## config.mk

```make
export PLATFORM = sky130hd
export DESIGN_NAME = data_receive
export DESIGN_NICKNAME = d
export VERILOG_FILES = /design/src/rtl/data_receive.sv
export SDC_FILE = /design/constraint.sdc
export NUM_CORES = 1
export LEC_CHECK = 0
export CAP_MARGIN = 20
export CELL_PAD_IN_SITES_DETAIL_PLACEMENT = 0
export CELL_PAD_IN_SITES_GLOBAL_PLACEMENT = 1
export CORE_ASPECT_RATIO = 1.75
export CORE_MARGIN = 1.5
export CORE_UTILIZATION = 35
export CTS_CLUSTER_DIAMETER = 80
export DETAILED_ROUTE_END_ITERATION = 8
export PLACE_DENSITY_LB_ADDON = 0.1
export SYNTH_ARGS = -nofsm -noshare
export SYNTH_HDL_FRONTEND = slang
export SYNTH_SLANG_ARGS = --single-unit
```

## constraint.sdc

```tcl
create_clock -name clock -period 6.6 [get_ports clock]
set_input_delay 0.66 -clock clock [delete_from_list [all_inputs] [get_ports clock]]
set_output_delay 0.66 -clock clock [all_outputs]
set_load 0.05 [all_outputs]
```

## src/rtl/data_receive.sv

```systemverilog
// Receive-side BPSK packet deframer: majority-vote bit slicer, sync-word hunt,
// and serial-to-parallel payload assembly with a one-cycle valid strobe.
module data_receive #(
    parameter int                    PACKET_SIZE   = 64,
    parameter int                    WAVELENGTH    = 16,
    parameter int                    SYNC_SIZE     = 8,
    parameter logic [SYNC_SIZE-1:0]  SYNC_WORD     = 8'hA7,
    parameter int                    MAX_HUNT_BITS = 32
) (
    input  logic                   clock,
    input  logic                   reset_n,
    input  logic                   rx_bit,
    output logic [0:PACKET_SIZE-1] packet,
    output logic                   packet_valid,
    output logic                   sync_timeout,
    output logic                   busy
);

    localparam int CNT_W  = $clog2(WAVELENGTH);
    localparam int ONES_W = $clog2(WAVELENGTH + 1);
    localparam int IDX_W  = $clog2(PACKET_SIZE + 1);
    localparam int HB_W   = $clog2(MAX_HUNT_BITS + 1);

    localparam logic [CNT_W-1:0] CNT_LAST = CNT_W'(WAVELENGTH - 1);
    localparam logic [IDX_W-1:0] IDX_LAST = IDX_W'(PACKET_SIZE - 1);
    localparam logic [HB_W-1:0]  HB_LIMIT = HB_W'(MAX_HUNT_BITS);

    typedef enum logic [1:0] {IDLE, HUNT, RECEIVE} state_t;

    state_t                 state_q, state_d;
    logic                   rx_prev_q, rx_prev_d;
    logic [CNT_W-1:0]       count_q, count_d;
    logic [ONES_W-1:0]      ones_q, ones_d;
    logic [SYNC_SIZE-1:0]   sreg_q, sreg_d;
    logic [HB_W-1:0]        hunt_bits_q, hunt_bits_d;
    logic [IDX_W-1:0]       bit_index_q, bit_index_d;
    logic [0:PACKET_SIZE-1] shift_q, shift_d;
    logic [0:PACKET_SIZE-1] packet_q, packet_d;
    logic                   packet_valid_q, packet_valid_d;
    logic                   sync_timeout_q, sync_timeout_d;

    logic [31:0]            ones_sum;
    logic                   bit_done;
    logic                   bit_val;
    logic [SYNC_SIZE-1:0]   next_sreg;
    logic [HB_W-1:0]        hunt_bits_inc;

    always_comb begin
        state_d        = state_q;
        rx_prev_d      = rx_bit;
        count_d        = count_q;
        ones_d         = ones_q;
        sreg_d         = sreg_q;
        hunt_bits_d    = hunt_bits_q;
        bit_index_d    = bit_index_q;
        shift_d        = shift_q;
        packet_d       = packet_q;
        packet_valid_d = 1'b0;
        sync_timeout_d = 1'b0;

        // The current sample is folded into the vote; an exact tie decides 0.
        ones_sum      = 32'(ones_q) + 32'(rx_bit);
        bit_done      = (count_q == CNT_LAST);
        bit_val       = (ones_sum * 32'd2) > 32'(WAVELENGTH);
        next_sreg     = {sreg_q[SYNC_SIZE-2:0], bit_val};
        hunt_bits_inc = hunt_bits_q + HB_W'(1);

        if (state_q != IDLE) begin
            if (bit_done) begin
                count_d = '0;
                ones_d  = '0;
            end else begin
                count_d = count_q + CNT_W'(1);
                ones_d  = ones_q + ONES_W'(rx_bit);
            end
        end

        unique case (state_q)
            IDLE: begin
                if (rx_bit != rx_prev_q) begin
                    state_d     = HUNT;
                    count_d     = CNT_W'(1);
                    ones_d      = ONES_W'(rx_bit);
                    sreg_d      = '0;
                    hunt_bits_d = '0;
                end
            end
            HUNT: begin
                if (bit_done) begin
                    sreg_d      = next_sreg;
                    hunt_bits_d = hunt_bits_inc;
                    // A match on the final allowed bit wins over the timeout.
                    if (next_sreg == SYNC_WORD) begin
                        state_d     = RECEIVE;
                        bit_index_d = '0;
                    end else if (hunt_bits_inc == HB_LIMIT) begin
                        state_d        = IDLE;
                        sync_timeout_d = 1'b1;
                    end
                end
            end
            RECEIVE: begin
                if (bit_done) begin
                    for (int i = 0; i < PACKET_SIZE; i++) begin
                        if (bit_index_q == IDX_W'(i)) shift_d[i] = bit_val;
                    end
                    bit_index_d = bit_index_q + IDX_W'(1);
                    if (bit_index_q == IDX_LAST) begin
                        packet_d       = shift_d;
                        packet_valid_d = 1'b1;
                        state_d        = IDLE;
                    end
                end
            end
            default: state_d = IDLE;
        endcase
    end

    always_ff @(posedge clock or negedge reset_n) begin
        if (!reset_n) begin
            state_q        <= IDLE;
            rx_prev_q      <= 1'b0;
            count_q        <= '0;
            ones_q         <= '0;
            sreg_q         <= '0;
            hunt_bits_q    <= '0;
            bit_index_q    <= '0;
            shift_q        <= '0;
            packet_q       <= '0;
            packet_valid_q <= 1'b0;
            sync_timeout_q <= 1'b0;
        end else begin
            state_q        <= state_d;
            rx_prev_q      <= rx_prev_d;
            count_q        <= count_d;
            ones_q         <= ones_d;
            sreg_q         <= sreg_d;
            hunt_bits_q    <= hunt_bits_d;
            bit_index_q    <= bit_index_d;
            shift_q        <= shift_d;
            packet_q       <= packet_d;
            packet_valid_q <= packet_valid_d;
            sync_timeout_q <= sync_timeout_d;
        end
    end

    assign packet       = packet_q;
    assign packet_valid = packet_valid_q;
    assign sync_timeout = sync_timeout_q;
    assign busy         = (state_q != IDLE);

endmodule

```

======== After elaboration in Yosys (flattened, before gate mapping) ========
Index checks and enable logic that the tools add are counted.
word-level totals
  register bits after elaboration ......... 162
  bits of input ports ..................... 3
  output and inout port bits .............. 67
  logic and storage cells ................. 198
operators by class
  $add $sub $neg .......................... 5
  $lt $le $gt $ge ......................... 1
  equal/unequal tests ..................... 75
  muxes and demuxes ....................... 96
  reductions and logical operators ........ 10
operator list
  kind                                                                   number
  7-bit by 6-bit == test with 1-bit output (second input constant)       32
  7-bit by 5-bit == test with 1-bit output (second input constant)       16
  1-bit two-way mux                                                      71
  7-bit by 4-bit == test with 1-bit output (second input constant)       8
  7-bit two-way mux                                                      5
  7-bit by 3-bit == test with 1-bit output (second input constant)       4
  7-bit one-hot mux with 2 select lines                                  2
  5-bit two-way mux                                                      4
  4-bit two-way mux                                                      4
  7-bit by 2-bit == test with 1-bit output (second input constant)       2
  2-bit two-way mux                                                      6
  6-bit two-way mux                                                      2
  6-bit one-hot mux with 2 select lines                                  1
  2-bit != test (second input constant)                                  5
  8-bit == test (second input constant)                                  1
  7-bit by 1-bit adder with 7-bit output (second input constant)         1
  7-bit by 1-bit == test with 1-bit output (second input constant)       1
  7-bit by 5-bit > comparator with 1-bit output (second input constant)  1
  7-bit logical NOT                                                      1
  5-bit by 1-bit adder with 6-bit output                                 1
  6-bit by 1-bit adder with 6-bit output (second input constant)         1
  6-bit == test (second input constant)                                  1
  2-bit one-hot mux with 3 select lines                                  1
  3-bit AND reduction                                                    2
  12 further kinds                                                       14

======== Logic depth before layout (Yosys ltp) ========
  word-level depth ........................ 6
  gate-level depth with buffers ........... 9
  depth with buffers taken out ............ 6

======== Worst setup path after synthesis ========
Ideal clock, no wire load.
  path kind ............................... input port to flip-flop
  from .................................... in rx_bit
  to ...................................... reg shift_q[35] (netlist name)
  setup time .............................. 0.159 ns
  arrival ................................. 2.235 ns
  required time ........................... 6.441 ns
  setup slack ............................. 4.206 ns
  cell stages on the path ................. 8
  buffers on the path ..................... 2
  cells stage by stage .................... ha_1 > ha_1 > xor2_1 > or3_1 > a21oi_2 > buf_4 > buf_2 > a41oi_1
on the way
  longest elaborated chain between the ends .. 3
RTL lines
  element                                        RTL line  text
  start, declared                                12        input logic rx_bit,
  5-bit by 1-bit adder with 6-bit output         62        ones_sum = 32'(ones_q) + 32'(rx_bit);
  7-bit by 5-bit > comparator with 1-bit output  64        bit_val = (ones_sum * 32'd2) > 32'(WAVELENGTH);
  1-bit two-way mux                              105       if (bit_index_q == IDX_W'(i)) shift_d[i] = bit_val;
  end signal, assigned                           140       shift_q <= shift_d;
  end, declared                                  37        logic [0:PACKET_SIZE-1] shift_q, shift_d;
No other way between the ends.
A chain may end at the register's enable or synchronous reset.

======== Final worst setup path ========
  from .................................... reg state_q[0]
  to ...................................... out busy
on the way
  longest elaborated chain between the ends .. 1
RTL lines
  element                 RTL line  text
  start, declared         30        state_t state_q, state_d;
  start signal, assigned  133       state_q <= state_d;
  2-bit nonzero test      150       assign busy = (state_q != IDLE);
  end, declared           16        output logic busy
No other way between the ends.

==> impl.org <==
** Clocking
- In this run the post-CTS setup repair buffer count came out at 0.
- TritonCTS built the clock tree.
- The root buffer cell chosen for the clock tree is sky130_fd_sc_hd__clkbuf_16.
- After clock tree synthesis, the repair step resized 0 gates.
- Post-CTS clock slew at the launch and capture registers of the worst setup and hold paths :: 0.07 ns
- For the worst-skew pair, the clock arrives at the later sink with an insertion delay of 0.43 ns.
- For this design, the sink count on the clock tree is 161.
- Number of H-tree levels :: 4
- No sink is reached through more buffers than the 2 on the longest clock path.
- Num CTS Buffers :: 17
- Number of buffers added to fix hold violations after cts :: 0

** Worst setup path
- On the worst path, the slowest cell contributes a delay of 0.76 ns.
- Cell-by-cell listing of the critical path :: nor2_1 > inv_2 > clkdlybuf4s50_1
- For the worst setup path, the data arrival time is 2.36 ns.
- In this run the worst path has a maximum fanout of 10.
- Cell family contributing the most delay on the critical path :: buffers and inverters
- By startpoint and endpoint, the worst setup path is classified as reg2out.
- The startpoint identified for the worst register-to-register timing path is bit_index_q[4].
- STA classifies the critical path startpoint as a flop.
- Endpoint type of the worst setup path :: output pin
- For this design, the slowest cell found on the critical path is sky130_fd_sc_hd__clkdlybuf4s50_1.
- The critical path crosses 3 cells after its start point.
- Number of buffers and inverters on the critical path :: 2
- The critical path starts at state_q[0].
- Measured in cells, the most critical reg-to-reg path has a length of 5.
- Required time at the endpoint of the critical path :: 5.94 ns

** STA
- The number of hold violations in the final report was 0.
- Number of pins exceeding their max-slew limit in the final report :: 0
- Period utilisation layout :: 45.7%
- On the final layout, the worst hold slack is 0.312 ns.
- The worst path in the final design needs a cycle of 3.02 ns, including I/O delays and setup.
- At the pin with the least slew margin, the transition time is 1.17 ns.
- Setup repair after global routing missed its margin :: false
- Setup violations remaining at the end of the flow were counted as 0.
- Relative slew slack :: 22.2%
- Post-Route Setup TNS :: 0 ns
- Between clock sinks in the finished design, the worst skew comes to 0.00971 ns.
- For this run, the top clock speed supported by timing is 332 MHz.
- Worst path setup slack after routing :: 3.58 ns

** Routing
- Total number of vias :: 5103
- Average via count per standard cell :: 5.37
- In this run the remaining antenna-violating nets after routing total 0.
- In the routed design, unresolved DRC markers number 0.
- After detailed routing, the total wire length is 17800 um.
- For this run, the detailed router's first-pass iteration total came to 4.
- In the final routed layout, each cell accounts on average for 18.7 um.
- The detailed router finished its first iteration with 269 violations.

** Logic synthesis
- Largest cells by area after synthesis :: sky130_fd_sc_hd__dfrtp_1, sky130_fd_sc_hd__o21ai_0, sky130_fd_sc_hd__o31ai_1
- Averaged over all synthesized cells, the footprint is 11.0 um^2.
- In this run, synthesis produced a sequential element count of 161.
- Count of distinct cell types in the synthesized netlist :: 55
- The biggest area contributor in the post-synthesis netlist is sky130_fd_sc_hd__dfrtp_1.
- The most used flip-flop cell after synthesis is sky130_fd_sc_hd__dfrtp_1.
- Share of flip-flops with an asynchronous set or reset after synthesis :: 100%
- When the netlist entered floorplanning its net count stood at 652.
- The synthesized netlist occupies a cell area of 0.00702 mm^2.
- YS warnings :: 0
- Top cell type's share of synthesized area :: 57.4%
- Post-synth EDFFs :: 0
- Summing the sequential cell areas from Yosys gives 57.4% of the chip area.
- Number of standard cells after synthesis :: 641

** Power and ir drop
- Largest voltage drop on the vdd net :: 0.000215 V
- Power density normalized to cell area :: 290 mW/mm^2
- The analysis attributes to cell leakage a power of 3.51 nW.

** Job
- Across the run, the number of max-cap violations was 0.

** Finish
- For this run, the number of standard cells in the final layout without fillers is 950.
- Cells with a size suffix above 1 make up 8.65% of the layout.
- Summing all non-filler instances in the final layout gives an area of 0.00854 mm^2.
- The final layout contains 703 nets.
- Filler cell count :: 1949
- 0 antenna diodes ended up in the layout.
- P&R area growth vs syn :: 21.7%

** Place
- Worst setup slack after placement :: 3.24 ns
- Count of buffers from port buffering :: 69
- Final Wtd Congestion :: 0.762
- Once detailed placement completed, the half-perimeter wirelength came to 12200 um.
- Cells after DPL :: 916
- Area after DPL :: 0.00786 mm^2

** Floorplanning
- The initial utilization of the core area, before any placement, comes to 35.6%.
- Count of standard-cell rows :: 68
- Top Ports :: 70
- Measured along the y axis, the die boundary spans 190 um.
- Die footprint :: 0.0210 mm^2
- DIE WIDTH :: 110 um
- Std-Cell Core Area :: 0.0197 mm^2

** Global route
- Vias in the first global route :: 5209
- Maximum number of pins on one net before global-route repair :: 88
- Across every metal layer, demand over resource in global routing totals 18.2%.
- Number of antenna violations at the first check in global routing :: 0
- Global-route wire length before repair :: 28200 um
- Summed over all layers, the global routing overflow is 0.

** Status
- Run status :: finished, final reports clean

** Hold path
- Min-delay worst type :: in2async
## cells in the mapped netlist (all sizes together) (2+ instances only)
library cell and count:
a22o 12, and3 7, a21oi 60, a22oi 2
dfrtp 161, a32o 2, nor2 14, nor3 5
nor2b 4, nor4 2, and2 11, buf 24
or3b 2, xnor2 7, nand4 2, inv 5
mux2 33, o21ai 86, nand2b 5, a41oi 5
a31oi 21, a2111oi 4, clkbuf 21, xor2 3
nand2 60, nand3 16, a21o 2, o31ai 41
mux2i 2, ha 8
## sequential cells by signal (all words and copies together) (netlist names)
register and cells:
packet_valid 1, ones_q 5, sreg_q 7, count_q 4, hunt_bits_q 6, rx_prev_q 1
shift_q 63, bit_index_q 7, packet 64, state_q 2, sync_timeout 1
## kinds of logic (layout without fill, tap and decap cells)
kind of cell | after synthesis | count (layout) | share of synthesized area [%]
AOI/OAI and AO/OA | 241 | 241 | 20.8
xor gates and xnor gates | 10 | 10 | 1.35
adders and majority gates | 9 | 9 | 1.57
buffers and inverters | 50 | 114 | 3.51
muxes | 35 | 35 | 5.58
and+or+nand+nor | 135 | 135 | 9.82
DFF | 161 | 161 | 57.4
## layout by cell type, fill, tap and decap left out, types with 3 or more instances in the layout
cell type	instances
sky130_fd_sc_hd__a2111oi_0	4
sky130_fd_sc_hd__a41oi_1	5
sky130_fd_sc_hd__mux2_1	23
sky130_fd_sc_hd__mux2_2	10
sky130_fd_sc_hd__a21oi_1	59
sky130_fd_sc_hd__nand3_1	15
sky130_fd_sc_hd__a31oi_1	21
sky130_fd_sc_hd__nand2_1	60
sky130_fd_sc_hd__o21ai_0	86
sky130_fd_sc_hd__inv_1	4
sky130_fd_sc_hd__clkdlybuf4s50_1	68
sky130_fd_sc_hd__and2_1	11
sky130_fd_sc_hd__xnor2_1	6
sky130_fd_sc_hd__nor2_1	14
sky130_fd_sc_hd__buf_4	6
sky130_fd_sc_hd__ha_1	8
sky130_fd_sc_hd__o31ai_1	41
sky130_fd_sc_hd__nor2b_1	4
sky130_fd_sc_hd__a22o_1	12
sky130_fd_sc_hd__xor2_1	3
sky130_fd_sc_hd__bufinv_16	5
sky130_fd_sc_hd__and3_1	7
sky130_fd_sc_hd__nand2b_1	5
sky130_fd_sc_hd__dfrtp_1	161
sky130_fd_sc_hd__clkbuf_16	17
sky130_fd_sc_hd__nor3_1	4
## area by class of cell
cell class | count | area (um^2) | share of cell area [%]
Timing Repair Buffer | 77 | 767 | 8.98
Inverter | 5 | 18.8 | 0.220
Tap cell | 245 | 307 | 3.59
Clock inverter | 12 | 205 | 2.40
Clock buffer | 20 | 447 | 5.23
Multi-Input combinational cell | 430 | 2770 | 32.4
Sequential cell | 161 | 4030 | 47.2
## where the power goes
group	internal (mW)	switching [mW]	total (mW)
registers	1.03	0.0471	1.08
clock network	0.684	0.406	1.09
logic	0.0910	0.214	0.305
total	1.81	0.667	2.47
## final timing paths
| path | endpoint | slack, ns |
|---|---|---|
| max in group asynchronous | packet[30] | 4.81 |
| min | packet[5] | 0.31 |
| max reg2reg | packet[63] | 3.68 |
| max | busy | 3.58 |
| min in group clock | packet[9] | 0.48 |
| min reg2reg | packet[9] | 0.48 |
## through the flow
step | util (%) | power [mW]
floorplan | - | 1.31
global placement | 39.8 | 1.39
detailed placement | 39.8 | 1.41
CTS | 43.1 | 2.51
global route | 43.3 | 2.59
finish | 43.3 | 2.47
## layer usage
layer	GRT usage (%)	up-vias	routed length, um
li1	-	2461	-
met1	20.1	2522	6940
met2	32.7	91	9810
met3	2.60	29	392
met4	9.49	0	652
met5	0	-	0
Note: power is estimated with default switching activity, not from simulation.
==> edit: new RTL, same settings <==
`MAX_HUNT_BITS`: 32 -> 16.
--- a/src/rtl/data_receive.sv
+++ b/src/rtl/data_receive.sv
@@ -5,7 +5,7 @@
     parameter int                    WAVELENGTH    = 16,
     parameter int                    SYNC_SIZE     = 8,
     parameter logic [SYNC_SIZE-1:0]  SYNC_WORD     = 8'hA7,
-    parameter int                    MAX_HUNT_BITS = 32
+    parameter int                    MAX_HUNT_BITS = 16
 ) (
     input  logic                   clock,
     input  logic                   reset_n,
Check against the original RTL: no difference found for any inputs over 10 cycles, from zero or initial values and one cycle with reset_n low; that may be too few to reach the edited logic, so the function may still have changed.
==> edit against the unedited design <==
Maximum frequency grew 0.59%. Design area is 0.29% lower. Die area grew 2.2%. Synthesized area rose by 2.2%. Sequential cell count shrank 1. Power shrank 2.4%. Setup slack improved by 0.018 ns. Non-clock buffer count decreased by 4. Clock power decreased by 7%. Routed wire length grew 5.4%. Sequential power hardly changed. Synthesized cell count grew 8.7%. Critical path type is now register to register. Critical endpoint is now packet[29]$_DFFE_PN0P_. Largest power group is now registers. Highest routed layer unchanged.
==> edit: results <==
group,metric,value,unit
synth,synth_common_cells,"dfrtp_1, nand2_1, o21ai_0, a21oi_1, o31ai_1",
setup_path,arrival,3.36,ns
synth,synth.distinct_cells,66,
cells_and_area,largest_register_ffs,64,
power,total_leakage_power,3.46,nW
clocking,clock_path_buffers,2,
min_path,hold_path_class,"primary input to async pin",
clocking,insertion_delay,0.43,ns
cells_and_area,nets,753,
timing,skew,0.0107,ns
synth,ys_seq_area_share,55.8,%
global_routing,grt_pass1_wl,29800,um
timing,whs,0.270,ns
global_routing,grt_antenna_before_repair,0,
placed_design,dpl_cell_area,7890,um^2
detailed_routing,dr.first_iter.drc_count,282,
detailed_routing,num_vias,5213,
detailed_routing,wl,18800,um
placed_design,port_buffers,69,
detailed_routing,vias_per_cell,5.20,
placed_design,gp_congestion,0.777,
placed_design,place_ws,3.22,ns
synth,netlist_instances,697,
synth,ys_warn_count,0,
synth,syn-num-nets,708,
global_routing,grt_pass1_vias,5323,
clocking,path_clk_slew,0.06,ns
setup_path,r2r_slack,3.60,ns
global_routing,grt_usage,18.3,%
timing,worst_pin_slew,0.945,ns
detailed_routing,first_pass_iters,5,
placed_design,place_hpwl,12800,um
global_routing,grt_max_degree,87,
synth,ys_top_cells_by_area,"dfrtp_1, nand2_1, o21ai_0",
clocking,cts_buffers,17,
clocking,cts_max_level,4,
cells_and_area,drive_gt1_share,10.6,%
outcome,status,"finished clean",
power,vdd_ir_drop_max,0.000225,V
synth,synthArstFlopShare,100,%
setup_path,cp_max_fo,86,
placed_design,dp.cells,970,
timing,finalHoldViolations,0,
cells_and_area,antennaDiodeCount,0,
clocking,cts_root_buf,"clkbuf_16",
clocking,cts.repair.resized,0,
clocking,post_cts_buffers,0,
timing,clock.fmax,0.334,GHz
[edit: logic make-up (layout without fill, tap and decap cells)]
family,Yosys count,count (layout),share of synthesized area (%)
flip-flops,160,160,55.8
buffers and inverters,52,110,4.60
multiplexers,11,11,1.80
adder cells (fa/ha/maj),8,8,1.39
AO/OA/AOI/OAI,235,235,20.3
AND/OR/NAND/NOR,220,220,14.8
XOR/XNOR,11,11,1.34
[edit: power breakdown]
part | switching [mW] | total, mW | internal (mW)
registers | 0.0530 | 1.08 | 1.03
logic | 0.235 | 0.326 | 0.0915
clock network | 0.394 | 1.01 | 0.613
[edit: worst paths after layout]
path	from	to	depth (start not counted)
max	count_q[1]$_DFF_PN0_	packet[29]$_DFFE_PN0P_	7
min	reset_n	packet[51]$_DFFE_PN0P_	1
max reg2reg	count_q[1]$_DFF_PN0_	packet[29]$_DFFE_PN0P_	7
min reg2reg	packet[18]$_DFFE_PN0P_	packet[18]$_DFFE_PN0P_	2
max in group asynchronous	reset_n	shift_q[17]$_DFFE_PN0P_	3
min in group clock	packet[18]$_DFFE_PN0P_	packet[18]$_DFFE_PN0P_	2
[edit: area by class of cell]
cell class,count,area [um^2]
well taps,248,310
clock buffers,22,464
fillers,1977,11700
flip-flops and latches,160,4000
repair buffers,73,742
clock inverters,10,135
multi-input cells,485,2840
inverters,5,18.8
[edit: worst max-delay path, cell delays in order (launching register included)]
cell	delay, ns
dfrtp_1	0.40
ha_1	0.22
and3_1	0.71
nand4_4	0.39
buf_4	0.48
inv_2	0.47
nand2_1	0.15
nand2_1	0.08
[edit: metal layers]
metal / track usage, % / part of all wire [%] / vias to the layer above
met3: 3.20 / 3.2 / 22
met5: 0 / 0 / -
li1: - / - / 2565
met4: 8.86 / 3.0 / 0
met1: 19.7 / 38 / 2540
met2: 34.5 / 56 / 86
